File: config.mk
export PLATFORM = sky130hd
export DESIGN_NAME = fwd_pipe
export DESIGN_NICKNAME = d
export VERILOG_FILES = /design/src/rtl/fwd_pipe_pkg.sv /design/src/rtl/fwd_pipe_match.sv /design/src/rtl/fwd_pipe.sv
export SDC_FILE = /design/constraint.sdc
export NUM_CORES = 1
export LEC_CHECK = 0
export CORE_AREA = 2 2 139 141
export DETAILED_ROUTE_END_ITERATION = 12
export DIE_AREA = 0 0 141 143
export PLACE_DENSITY_LB_ADDON = 0.1
export SKIP_CTS_REPAIR_TIMING = 1
export SLEW_MARGIN = 20
export SYNTH_ARGS = -nofsm -noshare
export SYNTH_HDL_FRONTEND = slang
export SYNTH_SLANG_ARGS = --single-unit
File: constraint.sdc
create_clock -name clk -period 2.99 [get_ports clk]
set_input_delay 0.598 -clock clk [delete_from_list [all_inputs] [get_ports clk]]
set_output_delay 0.598 -clock clk [all_outputs]
set_load 0.05 [all_outputs]
File: src/rtl/fwd_pipe_pkg.sv
// Shared definitions for the fwd_pipe forwarding network: entry layout, register-zero
// index and the late-result forwarding mode.
package fwd_pipe_pkg;

  localparam int unsigned GPR_ZERO = 0;

  typedef enum logic {
    LATE_REG,
    LATE_BYPASS
  } late_mode_e;

  // Flattened entry layout, LSB first: wdata, waddr, dok, wen, v
  function automatic int unsigned ent_w(input int unsigned aw, input int unsigned dw);
    return dw + aw + 3;
  endfunction

  function automatic int unsigned off_waddr(input int unsigned dw);
    return dw;
  endfunction

  function automatic int unsigned off_dok(input int unsigned aw, input int unsigned dw);
    return dw + aw;
  endfunction

  function automatic int unsigned off_wen(input int unsigned aw, input int unsigned dw);
    return dw + aw + 1;
  endfunction

  function automatic int unsigned off_v(input int unsigned aw, input int unsigned dw);
    return dw + aw + 2;
  endfunction

endpackage

File: src/rtl/fwd_pipe_match.sv
// One operand read port: resolves an address against the flattened in-flight chain
// with youngest-first priority, optionally bypassing the late result combinationally.
module fwd_pipe_match
  import fwd_pipe_pkg::*;
#(
  parameter int unsigned DEPTH      = 3,
  parameter int unsigned ADDR_W     = 5,
  parameter int unsigned DATA_W     = 32,
  parameter int unsigned LATE_STAGE = 1,
  parameter late_mode_e  LATE_MODE  = LATE_REG
) (
  input  logic [DEPTH*ent_w(ADDR_W, DATA_W)-1:0] chain_i,
  input  logic [ADDR_W-1:0]                      rd_addr_i,
  input  logic                                   late_valid_i,
  input  logic [DATA_W-1:0]                      late_data_i,
  output logic                                   hit_o,
  output logic                                   dok_o,
  output logic [DATA_W-1:0]                      data_o
);

  localparam int unsigned EW = ent_w(ADDR_W, DATA_W);

  logic [DEPTH-1:0]  match;
  logic [DEPTH-1:0]  dok;
  logic [DEPTH-1:0]  late;
  logic [DATA_W-1:0] wdata [DEPTH];
  logic              win_late;

  for (genvar g = 0; g < DEPTH; g++) begin : g_unpack
    localparam int unsigned B = g * EW;
    assign match[g] = chain_i[B + off_v(ADDR_W, DATA_W)]
                    & chain_i[B + off_wen(ADDR_W, DATA_W)]
                    & (chain_i[B + off_waddr(DATA_W) +: ADDR_W] == rd_addr_i)
                    & (rd_addr_i != ADDR_W'(GPR_ZERO));
    assign dok[g]   = chain_i[B + off_dok(ADDR_W, DATA_W)];
    assign wdata[g] = chain_i[B +: DATA_W];
    assign late[g]  = (g == LATE_STAGE);
  end

  // Scan oldest to youngest so the youngest match overwrites earlier ones.
  always_comb begin
    hit_o    = 1'b0;
    dok_o    = 1'b0;
    data_o   = '0;
    win_late = 1'b0;
    for (int unsigned k = 0; k < DEPTH; k++) begin
      if (match[DEPTH-1-k]) begin
        hit_o    = 1'b1;
        dok_o    = dok[DEPTH-1-k];
        data_o   = wdata[DEPTH-1-k];
        win_late = late[DEPTH-1-k];
      end
    end
    if (LATE_MODE == LATE_BYPASS && hit_o && !dok_o && win_late && late_valid_i) begin
      dok_o  = 1'b1;
      data_o = late_data_i;
    end
  end

endmodule

File: src/rtl/fwd_pipe.sv
// In-flight result tracker and operand forwarding network behind the issue point.
// Optional combinational late-result bypass: define FWD_LATE_BYPASS_EN.
module fwd_pipe
  import fwd_pipe_pkg::*;
#(
  parameter int unsigned DATA_W     = 32,
  parameter int unsigned ADDR_W     = 5,
  parameter int unsigned DEPTH      = 3,
  parameter int unsigned RD_PORTS   = 2,
  parameter int unsigned LATE_STAGE = 1
) (
  input  logic                         clk,
  input  logic                         rst_n,
  input  logic                         in_valid,
  output logic                         in_ready,
  input  logic                         in_wen,
  input  logic [ADDR_W-1:0]            in_waddr,
  input  logic                         in_dok,
  input  logic [DATA_W-1:0]            in_wdata,
  input  logic                         late_valid,
  input  logic [DATA_W-1:0]            late_data,
  input  logic                         ext_stall,
  input  logic [DEPTH-1:0]             kill,
  input  logic [RD_PORTS*ADDR_W-1:0]   rd_addr,
  input  logic [RD_PORTS*DATA_W-1:0]   rd_rf,
  output logic [RD_PORTS*DATA_W-1:0]   rd_data,
  output logic [RD_PORTS-1:0]          rd_hit,
  output logic                         hazard,
  output logic                         wb_valid,
  output logic                         wb_wen,
  output logic [ADDR_W-1:0]            wb_waddr,
  output logic [DATA_W-1:0]            wb_wdata
);

`ifdef FWD_LATE_BYPASS_EN
  localparam late_mode_e LATE_MODE = LATE_BYPASS;
`else
  localparam late_mode_e LATE_MODE = LATE_REG;
`endif

  localparam int unsigned EW = ent_w(ADDR_W, DATA_W);

  logic [DEPTH-1:0]  v_q, v_d, wen_q, wen_d, dok_q, dok_d;
  logic [ADDR_W-1:0] waddr_q [DEPTH];
  logic [ADDR_W-1:0] waddr_d [DEPTH];
  logic [DATA_W-1:0] wdata_q [DEPTH];
  logic [DATA_W-1:0] wdata_d [DEPTH];

  // Kill and late capture act on the pre-advance slot; the shift then carries the result.
  logic [DEPTH-1:0]  v_p, dok_p;
  logic [DATA_W-1:0] wdata_p [DEPTH];
  logic              issue;

  logic [DEPTH*EW-1:0] chain;
  logic [RD_PORTS-1:0] m_hit, m_dok;
  logic [DATA_W-1:0]   m_data [RD_PORTS];

  assign hazard   = |(m_hit & ~m_dok);
  assign in_ready = ~ext_stall & ~hazard;
  assign issue    = in_valid & in_ready;

  always_comb begin
    v_p     = v_q & ~kill;
    dok_p   = dok_q;
    wdata_p = wdata_q;
    if (late_valid && v_q[LATE_STAGE] && !dok_q[LATE_STAGE]) begin
      dok_p[LATE_STAGE]   = 1'b1;
      wdata_p[LATE_STAGE] = late_data;
    end
  end

  always_comb begin
    v_d     = v_p;
    wen_d   = wen_q;
    dok_d   = dok_p;
    waddr_d = waddr_q;
    wdata_d = wdata_p;
    if (!ext_stall) begin
      for (int unsigned k = 1; k < DEPTH; k++) begin
        v_d[k]     = v_p[k-1];
        wen_d[k]   = wen_q[k-1];
        dok_d[k]   = dok_p[k-1];
        waddr_d[k] = waddr_q[k-1];
        wdata_d[k] = wdata_p[k-1];
      end
      v_d[0]     = issue;
      wen_d[0]   = issue & in_wen;
      dok_d[0]   = issue & in_dok;
      waddr_d[0] = issue ? in_waddr : '0;
      wdata_d[0] = issue ? in_wdata : '0;
    end
  end

  always_ff @(posedge clk or negedge rst_n) begin
    if (!rst_n) begin
      v_q     <= '0;
      wen_q   <= '0;
      dok_q   <= '0;
      waddr_q <= '{default: '0};
      wdata_q <= '{default: '0};
    end else begin
      v_q     <= v_d;
      wen_q   <= wen_d;
      dok_q   <= dok_d;
      waddr_q <= waddr_d;
      wdata_q <= wdata_d;
    end
  end

  for (genvar g = 0; g < DEPTH; g++) begin : g_pack
    assign chain[g*EW +: EW] = {v_q[g], wen_q[g], dok_q[g], waddr_q[g], wdata_q[g]};
  end

  for (genvar p = 0; p < RD_PORTS; p++) begin : g_port
    fwd_pipe_match #(
      .DEPTH      (DEPTH),
      .ADDR_W     (ADDR_W),
      .DATA_W     (DATA_W),
      .LATE_STAGE (LATE_STAGE),
      .LATE_MODE  (LATE_MODE)
    ) u_match (
      .chain_i      (chain),
      .rd_addr_i    (rd_addr[p*ADDR_W +: ADDR_W]),
      .late_valid_i (late_valid),
      .late_data_i  (late_data),
      .hit_o        (m_hit[p]),
      .dok_o        (m_dok[p]),
      .data_o       (m_data[p])
    );
    assign rd_hit[p]                  = m_hit[p];
    assign rd_data[p*DATA_W +: DATA_W] = (m_hit[p] & m_dok[p]) ? m_data[p]
                                                               : rd_rf[p*DATA_W +: DATA_W];
  end

  assign wb_valid = v_q[DEPTH-1];
  assign wb_wen   = wen_q[DEPTH-1];
  assign wb_waddr = waddr_q[DEPTH-1];
  assign wb_wdata = wdata_q[DEPTH-1];

endmodule

; Yosys cells after proc, flatten, opt, wreduce, memory -nomap -nowiden
; Index checks and enable logic that the tools add are counted.
; Widths: inputs -> output; s select.
[totals]
reg_bits = 120
in_bits = 153
out_inout_bits = 107
elab_cells = 76
[op_classes]
eq_ne = 6
n_mux = 27
bitwise = 27
n_reduce_logical = 6
[op_table]
columns = cell, n
row1 = $mux 32, 10
row2 = $mux 64, 1
row3 = $eq 5x5->1, 6
row4 = $and 1x1->1, 21
row5 = $mux 1, 13
row6 = $reduce_bool 5->1, 2
row7 = $mux 5, 1
row8 = $and 3x3->3, 1
row9 = $mux 3, 1
row10 = $not 3->3, 1
row11 = $and 2x2->2, 1
row12 = $logic_and 1x1->1, 2
row13 = $mux 2, 1
row14 = $not 1->1, 2
row15 = $not 2->2, 1
row16 = $reduce_or 2->1, 1
row17 = $logic_not 1->1, 1

; Logic depth before layout (Yosys ltp)
[logic_depth]
ltp_word = 14
mapped_depth = 9
depth_no_buf = 6

; Cells and area by module
; Synthesis repeated with hierarchy kept, for this count alone.
[hier_totals]
hier_cells = 854
area_unflattened_um2 = 7737.4
[by_module_without_submodules]
columns = mod, n_inst, cells_per_inst, area_per_inst_um2, seq_area_each_um2
row1 = fwd_pipe, 1, 488, 5723.0, 3002.9
row2 = fwd_pipe_match, 2, 183, 1007.2, 0.0

; Least setup slack after synthesis
; No wires, ideal clock.
[synth_path]
path_kind = input to output
start = input rd_addr[0]
end = output in_ready
arrival_time_ns = 2.775
t_required_ns = 2.392
setup_slack_ns = -0.383
stages = 9
n_path_buf = 3
path_cell_list = buf_6 xor2_1 or3_4 or3_1 buf_4 a311oi_4 a2bb2oi_4 buf_6 and2_1
[synth_between]
elab_chain_cells = 11
word_cells_on_any_way = 21
classes_between = eq/ne: 3 / mux: 6 / bitwise: 10 / reduce/logical: 2
[synth_rtl]
columns = element, line_no
row1 = "start, declared", fwd_pipe.sv:24  ; input logic [RD_PORTS*ADDR_W-1:0] rd_addr,
row2 = $eq 5x5->1, fwd_pipe_match.sv:33  ; & (chain_i[B + off_waddr(DATA_W) +: ADDR_W] == rd_addr_i)
row3 = $and 1x1->1, fwd_pipe_match.sv:33
row4 = $and 1x1->1, fwd_pipe_match.sv:34  ; & (rd_addr_i != ADDR_W'(GPR_ZERO));
row5 = $mux 1 (3 in series), fwd_pipe_match.sv:47  ; if (match[DEPTH-1-k]) begin
row6 = $not 2->2, fwd_pipe.sv:58  ; assign hazard = |(m_hit & ~m_dok);
row7 = $and 2x2->2 *, fwd_pipe.sv:58
row8 = $reduce_or 2->1 *, fwd_pipe.sv:58
row9 = $not 1->1 *, fwd_pipe.sv:59  ; assign in_ready = ~ext_stall & ~hazard;
row10 = $and 1x1->1 *, fwd_pipe.sv:59
row11 = "end, declared", fwd_pipe.sv:15  ; output logic in_ready,
; Mark *: on every way between the ends. The rest lies on a longest branch, timed or not.

; Worst setup path in the final report
[layout_path]
start = register waddr_q, in the netlist chain[75]
end = output rd_data[53]
[layout_between]
elab_chain_cells = 7
word_cells_on_any_way = 11
classes_between = eq/ne: 1 / mux: 7 / bitwise: 3
[layout_rtl]
columns = element, line_no
row1 = "start, declared", fwd_pipe.sv:44  ; logic [ADDR_W-1:0] waddr_q [DEPTH];
row2 = "start signal, assigned", fwd_pipe.sv:105  ; waddr_q <= waddr_d;
row3 = $eq 5x5->1 *, fwd_pipe_match.sv:33
row4 = $and 1x1->1 *, fwd_pipe_match.sv:33
row5 = $and 1x1->1 *, fwd_pipe_match.sv:34
row6 = $mux 1 (2 in series), fwd_pipe_match.sv:47
row7 = $and 1x1->1, fwd_pipe.sv:131  ; assign rd_data[p*DATA_W +: DATA_W] = (m_hit[p] & m_dok[p]) ? m_data[p]
row8 = $mux 32 *, fwd_pipe.sv:131
row9 = "end, declared", fwd_pipe.sv:26  ; output logic [RD_PORTS*DATA_W-1:0] rd_data,
; Marks and branches as above.

==> flow_summary.toml <==
[clock_tree]
numCtsBuffers = 17
clock-sinks = 120
clk_latency_ns = 0.41
cts-root-buf = "clkbuf_16"
cts_tree = "yes"
clk_pin_slew_ns = 0.06
clockBufferDepth = 2
cts-htree-levels = 4

[timing]
setup_viol = 68
finalSetupTns_ns = -26.05
tightest_slew_ns = 0.7326
slew_headroom = 0.5116
setup_ws_ns = -0.4432
period_minus_slack_ns = 3.433
slew_viol_final = 0
hold_viol = 0
fin_skew_ns = 0.006535
rsz0062_at_grt = "yes"
finalCritPeriodShare = 1.148
max_freq_mhz = 291.3

[synthesis]
synth-edff-count = 0
synth_compound_area_frac = 0.1645
ys_types = 44
yosysSeqAreaShare = 0.3916
synth-main-ff-cell = "dfrtp_1"
synth_area_um2 = 7669
async_reset_ff_frac = 1.000
synth_top_family_by_area = "simple AND/OR/NAND/NOR gates"
syn_nets = 1012
synth_fa_ha_area_frac = 0
synth_xor_area_frac = 0.03426
synthMuxAreaShare = 0.1534
synth.avg_cell_area_um2 = 8.927
synthCells = 859
yosys.area_share.simple = 0.1712
ys_warn_count = 0
ys_ff_latch = 120

[grt]
grt_pass1_vias = 7373
grt_pass1_wl_mm = 40.57
groute.usage.overall = 0.2580
overflow = 0
grt_max_degree = 70
antenna_found_initial = 0

[drt]
vias = 7589
vias_per_cell = 5.588
wire_per_inst_um = 19.88
dr.pass1.iters = 7
wl_mm = 27.00
drcViolationCount = 0
drtAntennaViolNets = 0
dr.first_iter.drc_count = 502

[power]
ir_drop_uv = 400.1
power.share.sequential = 0.358
switchingPower_mw = 1.710
power_mw = 5.545
swShare = 0.3083
p_comb_frac = 0.267
p_leak_nw = 5.462
pwr-share-clk = 0.375
powerDensity_nw_per_um2 = 457.8
intPower_mw = 3.835

[critical_path]
cp.required_ns = 2.39
rr_startpoint = "chain[75]"
worst_r2r_path_depth = 8
timing.rr.end = "chain[15]"
path_common_cell = "buf_12"
slowest_delay_ns = 0.51
path_cells = "xor2_1, or4_4, buf_4, nor2_4, nand2_1, a31oi_4, buf_12, clkbuf_16, mux2_4, buf_12"
worstSetupPathType = "register to primary output"
rrSetupSlack_ns = 0.20
cp_max_fo = 6
arrival_ns = 2.84
cp_slowest_cell = "or4_4"
startpoint = "chain[75]"
start_kind = "register"
cp-end-kind = "primary output"

[floorplanning]
die_x_um = 141
die-area_um2 = 20160
start_util = 0.4127
ios = 260
rows = 50
die_y_um = 143
fp.coreArea_um2 = 18580

[final_layout]
final_common_cell = "clkdlybuf4s50_1"
diodes = 0
layout_common_cells = "clkdlybuf4s50_1, nor2_1, dfrtp_1"
stdcell_area_um2 = 12110
final_core_utilization = 0.6519
layout.cells.non_filler = 1358
drive_above_1_share = 0.2678
nets = 1265
area_growth_pct = 57.95

[placed_design]
dp_hpwl_mm = 18.32
io_buffers = 259
place_area_um2 = 10970
placed_cells = 1310
gp_congestion = 0.8387

[status]
violations = "setup timing"
status = "finished, violations left"

[flow_run]
drv_cap = 0

[worst_hold_path]
hp-class = "primary input to asynchronous set/reset pin"
[cell families after synthesis]
group | Yosys count
mux | 108
buf+inv | 116
compound gates | 181
simple gates | 304
flops | 120
xor+xnor | 30
[synth_stat cells (3+ instances only)]
library cell | instances | area share
dfrtp_1 | 120 | 0.39
nor2_1 | 137 | 0.067
buf_6 | 5 | 0.0073
mux2_2 | 69 | 0.10
buf_2 | 6 | 0.0039
mux2i_1 | 32 | 0.042
nand2_1 | 71 | 0.035
nor4_1 | 3 | 0.0024
clkbuf_1 | 48 | 0.023
buf_1 | 8 | 0.0039
a32o_1 | 39 | 0.051
nor3_1 | 3 | 0.0020
buf_4 | 46 | 0.045
or3_1 | 4 | 0.0033
nand3_1 | 70 | 0.046
a31oi_1 | 64 | 0.052
a21oi_1 | 67 | 0.044
mux2_1 | 7 | 0.010
xor2_1 | 11 | 0.013
xnor2_1 | 19 | 0.022
inv_1 | 3 | 0.0015
[critical path, delay by kind of cell (launching register included)]
family	cells	cell delay (ns)
simple gates	3	0.72
buf+inv	4	0.64
flops	1	0.40
mux	1	0.31
compound gates	1	0.17
xor+xnor	1	0.15
[layout make-up]
class / instances / area [um2]
Sequential cell: 120 / 3004
Multi-Input combinational cell: 623 / 4394
Tap cell: 234 / 292.8
Timing Repair Buffer: 347 / 3809
Inverter: 3 / 11.26
Fill cell: 1499 / 6467
Clock inverter: 7 / 90.09
Clock buffer: 24 / 511.7
[how the worst max path moves through the flow]
stage | endpoint | slack [ns] | cells past startpoint
after floorplan | in_ready | -0.17 | 9
after CTS | rd_data[33] | -0.85 | 9
final | rd_data[53] | -0.44 | 10
after global placement | rd_data[41] | -0.78 | 11
after global routing | rd_data[55] | -0.54 | 10
after detailed placement | rd_data[33] | -0.85 | 9
[power by group through the flow]
| stage | clock [mW] | combinational (mW) | sequential [mW] |
|---|---|---|---|
| after floorplan | 0 | 0.916 | 1.96 |
| after global placement | 0 | 1.42 | 2.00 |
| after detailed placement | 0 | 1.43 | 2.01 |
| after CTS | 2.11 | 1.43 | 1.98 |
| after global routing | 2.18 | 1.56 | 2.01 |
| final | 2.08 | 1.48 | 1.98 |
[per-stage QoR]
step / worst slack, ns / hold slack (ns)
floorplan: -0.1698 / 0.3024
global placement: -0.7850 / 0.5064
detailed placement: -0.8489 / 0.5130
CTS: -0.8521 / 0.2090
global route: -0.5379 / 0.2355
finish: -0.4432 / 0.1938
[layer usage]
| metal | global-route usage | share of wire | vias to the layer above |
|---|---|---|---|
| met5 | 0 | 0 | - |
| met4 | 0.06947 | 0.012 | 0 |
| met3 | 0.05265 | 0.065 | 29 |
| met2 | 0.4380 | 0.50 | 336 |
| met1 | 0.3369 | 0.43 | 3669 |
| li1 | - | - | 3555 |
[registers in the layout, indices dropped and copies added, names as in the netlist]
| signal | cells |
|---|---|
| wb_waddr | 5 |
| v_q | 3 |
| chain | 74 |
| wen_q | 3 |
| wb_wdata | 32 |
| dok_q | 3 |
(Power assumes the default switching activity.)
